File: src/rtl/axi4_rd_burst_master.sv
// rtl/axi4_rd_burst_master.sv - AXI4 INCR read initiator streaming a linear region into a FWFT FIFO
// One burst in flight; AR issue waits until the FIFO can absorb the whole burst.
module axi4_rd_burst_master #(
  parameter int ADDR_WIDTH = 32,
  parameter int DATA_WIDTH = 64,
  parameter int ID_WIDTH   = 4,
  parameter int BURST_LEN  = 16,
  parameter int FIFO_DEPTH = 64,
  parameter int ARID_VAL   = 0
) (
  input  logic                  aclk,
  input  logic                  aresetn,
  input  logic                  start_i,
  input  logic [ADDR_WIDTH-1:0] base_addr_i,
  input  logic [15:0]           total_beats_i,
  output logic                  busy_o,
  output logic                  done_o,
  output logic                  err_o,
  output logic [ID_WIDTH-1:0]   arid,
  output logic [ADDR_WIDTH-1:0] araddr,
  output logic [7:0]            arlen,
  output logic [2:0]            arsize,
  output logic [1:0]            arburst,
  output logic                  arvalid,
  input  logic                  arready,
  input  logic [ID_WIDTH-1:0]   rid,
  input  logic [DATA_WIDTH-1:0] rdata,
  input  logic [1:0]            rresp,
  input  logic                  rlast,
  input  logic                  rvalid,
  output logic                  rready,
  output logic                  fifo_valid_o,
  output logic [DATA_WIDTH-1:0] fifo_data_o,
  input  logic                  fifo_ready_i
);

  localparam int BYTES = DATA_WIDTH / 8;
  localparam int BSH   = $clog2(BYTES);
  localparam int PTR_W = $clog2(FIFO_DEPTH);
  localparam int CNT_W = PTR_W + 1;

  typedef enum logic [1:0] {IDLE, REQ, DATA, FIN} state_e;

  state_e                state_q, state_d;
  logic [ADDR_WIDTH-1:0] cur_addr_q, cur_addr_d;
  logic [15:0]           remain_q, remain_d;
  logic [15:0]           burst_n_q, burst_n_d;
  logic [15:0]           beat_cnt_q, beat_cnt_d;
  logic [15:0]           reserved_q, reserved_d;
  logic                  err_q, err_d;
  logic [CNT_W-1:0]      occ_q, occ_d;
  logic [PTR_W-1:0]      wr_ptr_q, wr_ptr_d;
  logic [PTR_W-1:0]      rd_ptr_q, rd_ptr_d;
  logic [DATA_WIDTH-1:0] mem_q [FIFO_DEPTH];

  logic [12:0] to_4k_bytes;
  logic [12:0] to_4k_beats;
  logic [15:0] n;
  logic [17:0] need;
  logic        credit_ok;
  logic        ar_hs;
  logic        r_hs;
  logic        pop;
  logic        push_en;
  logic        last_beat;
  logic        unused_rid;

  assign unused_rid = ^rid;

  // Burst size: limited by remaining beats, BURST_LEN and the next 4 KB page edge.
  always_comb begin
    to_4k_bytes = 13'h1000 - {1'b0, cur_addr_q[11:0]};
    to_4k_beats = to_4k_bytes >> BSH;
    n = remain_q;
    if (n > 16'(BURST_LEN)) n = 16'(BURST_LEN);
    if (n > {3'b000, to_4k_beats}) n = {3'b000, to_4k_beats};
    need      = 18'(occ_q) + 18'(reserved_q) + 18'(n);
    credit_ok = (need <= 18'(FIFO_DEPTH));
  end

  assign arid    = ID_WIDTH'(ARID_VAL);
  assign arsize  = 3'(BSH);
  assign arburst = 2'b01;
  assign araddr  = cur_addr_q;
  assign arlen   = (state_q == REQ) ? 8'(n - 16'd1) : 8'd0;

  assign ar_hs = arvalid && arready;
  assign r_hs  = rvalid && rready;

  assign busy_o = (state_q == REQ) || (state_q == DATA);
  assign done_o = (state_q == FIN);
  assign err_o  = err_q;

  always_comb begin
    state_d    = state_q;
    cur_addr_d = cur_addr_q;
    remain_d   = remain_q;
    burst_n_d  = burst_n_q;
    beat_cnt_d = beat_cnt_q;
    reserved_d = reserved_q;
    err_d      = err_q;
    arvalid    = 1'b0;
    rready     = 1'b0;
    last_beat  = 1'b0;
    case (state_q)
      IDLE, FIN: begin
        state_d = IDLE;
        if (start_i) begin
          cur_addr_d = base_addr_i & ~ADDR_WIDTH'(BYTES - 1);
          remain_d   = total_beats_i;
          beat_cnt_d = 16'd0;
          reserved_d = 16'd0;
          err_d      = 1'b0;
          state_d    = (total_beats_i == 16'd0) ? FIN : REQ;
        end
      end
      REQ: begin
        // Occupancy only falls while here, so arvalid never drops before the handshake.
        arvalid = credit_ok;
        if (ar_hs) begin
          burst_n_d  = n;
          reserved_d = n;
          beat_cnt_d = 16'd0;
          state_d    = DATA;
        end
      end
      DATA: begin
        rready = 1'b1;
        if (rvalid) begin
          last_beat  = (beat_cnt_q + 16'd1 == burst_n_q);
          beat_cnt_d = beat_cnt_q + 16'd1;
          reserved_d = reserved_q - 16'd1;
          if (rresp != 2'b00) err_d = 1'b1;
          if (rlast != last_beat) err_d = 1'b1;
          if (rlast || last_beat) begin
            reserved_d = 16'd0;
            cur_addr_d = cur_addr_q + (ADDR_WIDTH'(burst_n_q) << BSH);
            remain_d   = remain_q - burst_n_q;
            state_d    = (remain_q == burst_n_q) ? FIN : REQ;
          end
        end
      end
      default: state_d = IDLE;
    endcase
  end

  assign pop          = (occ_q != '0) && fifo_ready_i;
  assign push_en      = r_hs && ((occ_q != CNT_W'(FIFO_DEPTH)) || pop);
  assign fifo_valid_o = (occ_q != '0);
  assign fifo_data_o  = mem_q[rd_ptr_q];

  always_comb begin
    wr_ptr_d = push_en ? wr_ptr_q + PTR_W'(1) : wr_ptr_q;
    rd_ptr_d = pop ? rd_ptr_q + PTR_W'(1) : rd_ptr_q;
    occ_d    = occ_q + CNT_W'(push_en) - CNT_W'(pop);
  end

  always_ff @(posedge aclk) begin
    if (push_en) mem_q[wr_ptr_q] <= rdata;
  end

  always_ff @(posedge aclk or negedge aresetn) begin
    if (!aresetn) begin
      state_q    <= IDLE;
      cur_addr_q <= '0;
      remain_q   <= '0;
      burst_n_q  <= '0;
      beat_cnt_q <= '0;
      reserved_q <= '0;
      err_q      <= 1'b0;
      occ_q      <= '0;
      wr_ptr_q   <= '0;
      rd_ptr_q   <= '0;
    end else begin
      state_q    <= state_d;
      cur_addr_q <= cur_addr_d;
      remain_q   <= remain_d;
      burst_n_q  <= burst_n_d;
      beat_cnt_q <= beat_cnt_d;
      reserved_q <= reserved_d;
      err_q      <= err_d;
      occ_q      <= occ_d;
      wr_ptr_q   <= wr_ptr_d;
      rd_ptr_q   <= rd_ptr_d;
    end
  end

endmodule

File: config.mk
export PLATFORM = sky130hd
export DESIGN_NAME = axi4_rd_burst_master
export DESIGN_NICKNAME = d
export VERILOG_FILES = /design/src/rtl/axi4_rd_burst_master.sv
export SDC_FILE = /design/constraint.sdc
export NUM_CORES = 2
export LEC_CHECK = 0
export BUFFER_PORTS_ARGS = -buffer_cell sky130_fd_sc_hd__buf_2
export CAP_MARGIN = 10
export CORE_MARGIN = 5
export CORE_UTILIZATION = 67
export CTS_CLUSTER_SIZE = 8
export DETAILED_ROUTE_END_ITERATION = 8
export GPL_TIMING_DRIVEN = 1
export PLACE_DENSITY_LB_ADDON = 0.08
export SYNTH_ARGS = -nofsm -noshare
export SYNTH_HDL_FRONTEND = slang
export SYNTH_SLANG_ARGS = --single-unit
File: constraint.sdc
create_clock -name aclk -period 14.8 [get_ports aclk]
set_input_delay 2.96 -clock aclk [delete_from_list [all_inputs] [get_ports aclk]]
set_output_delay 2.96 -clock aclk [all_outputs]
set_load 0.05 [all_outputs]
==> results.tsv <==
stage	metric	value	unit
sta	fin_tns_setup	0	ps
die	die_h	506	microns
worst_setup_path	required	11840	ps
finish	drive_gt1_share	32.2	%
finish	final_common_cell	edfxtp_1	
worst_setup_path	cp_top_family	simple AND/OR/NAND/NOR gates	
clock_tree	post-cts-setup-buffers	0	
finish	final_nets	7912	
global_route	track_usage	37.4	%
sta	rsz0062_at_grt	no	
sta	skew	56.1	ps
hold_path	holdCritStartpoint	wr_ptr_q[2]$_DFFE_PN0P_	
global_route	gr-total-overflow	0	
worst_setup_path	critPathLaunchType	flop	
yosys	avgSynthCellArea	23.4	sq um
worst_setup_path	reg2reg_to	burst_n_q[8]$_DFFE_PN0P_	
die	fp.dieW	506	microns
clock_tree	post_cts_resized	0	
worst_setup_path	cp_max_fo	11	
sta	final-max-slew-violation-count	0	
place	place_congestion	0.860	
finish	utilization	76.1	%
route	viasPerCell	7.62	
worst_setup_path	timing.reg2reg.setup_slack	7110	ps
die	initial_core_util	67.1	%
global_route	grt_pass1_vias	87100	
finish	syn2layout_area_growth	13.4	%
sta	clock.fmax	87.5	MHz
yosys	synth_area_leaders	edfxtp_1 (75%), mux4_2 (18%), dfrtp_1 (1.7%)	
place	port_buffers	224	
global_route	grt_pass1_wl	663000	microns
clock_tree	cts.sinks	4211	
yosys	synth_top_area_cell	edfxtp_1	
yosys	ys.flop_type	edfxtp_1	
sta	finalHoldViolCount	0	
worst_setup_path	max_stage_delay	880	ps
sta	max_slew_margin	11.6	%
yosys	synth_top_area_share	74.8	%
worst_setup_path	slowest_stage	nor3_1	
sta	tightest_slew	1330	ps
sta	finalSetupViolCount	0	
yosys	synth_edf_count	4096	
hold_path	min_path_cells	1	
worst_setup_path	setup.worst_path.end_class	output port	
route	routed_wl	469000	microns
global_route	gr-max-usage-layer	met2	
yosys	synth.distinct_cells	80	
die	dieArea	256000	sq um
yosys	syn-instance-count	7019	
worst_setup_path	setup.worst_path.class	flop to output port	
route	dr.pass1.iters	6	
route	drtIter0Drc	14200	
yosys	netlist_area	165000	sq um
yosys	ys_seq_area_share	76.5	%
clock_tree	cts.path.max_buffers	4	
hold_path	hold_end	wr_ptr_q[2]$_DFFE_PN0P_	
route	wire_per_inst	42.5	microns
sta	period_share	77.2	%
route	drcViolationCount	0	
finish	stdcell_count	11000	
yosys	async_flop_share	2.73	%
global_route	met3_usage	9.24	%
global_route	use_met1	50.6	%
clock_tree	htreeDepth	6	
global_route	antenna_found_initial	29	
power_and_ir_drop	pwr_density_cell	197	nW/um^2
route	vias	84100	
place	place_hpwl	213000	microns
die	num_io_pins	244	
worst_setup_path	cp-startpoint	araddr[7]$_DFFE_PN0P_	
worst_setup_path	arrival	8470	ps
worst_setup_path	worstRegToRegCells	25	
place	dp.cells	10300	
yosys	synth_warnings	0	
clock_tree	worst_skew_pair.late_latency	1010	ps
clock_tree	cts_tree	built	
die	rows	182	
worst_setup_path	crit_buf_inv	3	
global_route	grt_use_met2	58.7	%
power_and_ir_drop	p_leak	59.3	nW
clock_tree	cts_buffers	609	
worst_setup_path	crit_chain	or3_1 > or2_2 > nor3_1 > nand2_1 > xnor2_1 > ha_1 > nand3_1 > o311ai_0 > a21oi_1 > nor2_1 > nor2_1 > a21oi_1 > inv_1 > fa_1 > ha_1 > inv_1 > fa_1 > and2b_1 > o221ai_2 > a211oi_1 > o21a_1 > nand4b_1 > nor3_1 > buf_2	
sta	period_minus_slack	11430	ps
power_and_ir_drop	ir_drop	0.000238	V
clock_tree	cts-root-buf	clkbuf_16	
finish	mostFrequentLayoutCells	edfxtp_1 (4096), mux4_2 (1344), clkbuf_16 (621)	
clock_tree	hold_buffers	0	
worst_setup_path	rr_startpoint	araddr[7]$_DFFE_PN0P_	
clock_tree	clkTransAtPathRegs	50	ps
global_route	grt_max_degree	153	
status	status	finished, final reports clean	
hold_path	hold_path.class	flop to flop	
run	cap_violations	0	
route	drtAntennaViolNets	0	
yosys	ys_ff_latch	4211	
die	core_area	245000	sq um
metal layers:
metal	part of all wire, %	vias up
li1	-	31300
met1	33	43900
met2	48	7424
met3	13	1513
met4	5.8	10
met5	0.012	-
stage by stage:
step	cell area (sq um)	total power, mW	hold slack [ps]	worst slack [ps]
after floorplan	165000	21.5	460	5170
after global placement	170000	24.3	479	4510
after detailed placement	170000	24.4	488	4420
after CTS	187000	36.8	502	3370
after global routing	187000	38.0	536	2780
final	187000	36.7	504	3370
area by class of cell:
cell class	count	area [sq um]
Sequential cell	4211	126000
Fill cell	12000	58600
Multi-Input combinational cell	2401	37600
Clock buffer	683	15800
Tap cell	3220	4030
Timing Repair Buffer	409	2600
Clock inverter	36	512
Inverter	59	221
Antenna cell	15	37.5
sequential cells by signal, indices dropped and copies added (netlist names):
signal      count
err_o           1
remain_q       16
rd_ptr_q        6
reserved_q     16
araddr         29
burst_n_q      16
mem_q        4096
beat_cnt_q     16
occ_q           7
state_q         2
wr_ptr_q        6
worst register-to-register path, cell delays in order, from the launching register on:
cell,delay (ps)
dfrtp_1,460
or3_1,410
or2_2,310
nor3_1,190
nand2_1,100
xnor2_1,260
ha_1,200
nand3_1,80
o311ai_0,320
a21oi_1,130
nor2_1,680
nor2_1,100
a21oi_1,340
inv_1,190
fa_1,530
ha_1,180
inv_1,70
fa_1,450
and2b_1,250
o221ai_2,150
a211oi_1,440
o21a_1,190
nand4b_1,180
nor3_1,880
nand3_1,370
o21ai_0,160
cell families (layout without fill, tap and decap cells):
kind of cell	Yosys count	in the layout	share of synthesized area, %
DFF	4211	4211	76.5
muxes	1374	1374	18.6
and+or+nand+nor	507	507	1.47
buffers and inverters	428	1187	1.02
AOI/OAI and AO/OA	330	330	1.27
adders and majority gates	96	96	0.780
xor gates and xnor gates	71	71	0.378
other	2	38	0.00456
worst max-delay path by stage:
stage,slack (ps),to,cells past startpoint
6_report,3370,arvalid,24
5_1_grt,2780,arvalid,23
4_1_cts,3370,arvalid,24
3_5_place_dp,4420,arvalid,24
3_3_place_gp,4510,arvalid,23
2_1_floorplan,5170,arvalid,23
where the power goes:
part | switching (mW) | internal (mW) | total (mW) | leakage [nW]
registers | 0.339 | 13.3 | 13.6 | 38.2
clock network | 4.88 | 7.44 | 12.3 | 7.97
logic | 6.08 | 4.74 | 10.8 | 13.2
synthesized netlist by cell type (all sizes together) (7+ instances only):
| cell | instances |
|---|---|
| o31ai | 21 |
| inv | 58 |
| mux2 | 8 |
| and2 | 10 |
| mux4 | 1344 |
| nor3 | 38 |
| dfrtp | 115 |
| nand3 | 37 |
| xnor2 | 49 |
| nand2b | 14 |
| ha | 85 |
| o22ai | 21 |
| xor2 | 22 |
| clkbuf | 244 |
| mux2i | 22 |
| nor4 | 18 |
| o221ai | 10 |
| or3 | 13 |
| buf | 125 |
| o211ai | 11 |
| a31oi | 9 |
| a21o | 12 |
| nand2 | 115 |
| o21a | 8 |
| fa | 11 |
| nor2b | 13 |
| edfxtp | 4096 |
| a211oi | 7 |
| o21ai | 89 |
| nand3b | 15 |
| a21oi | 92 |
| nor2 | 175 |
| and3 | 19 |
| or2 | 9 |
| nand4 | 17 |
Note: power is estimated with default switching activity, not from simulation.
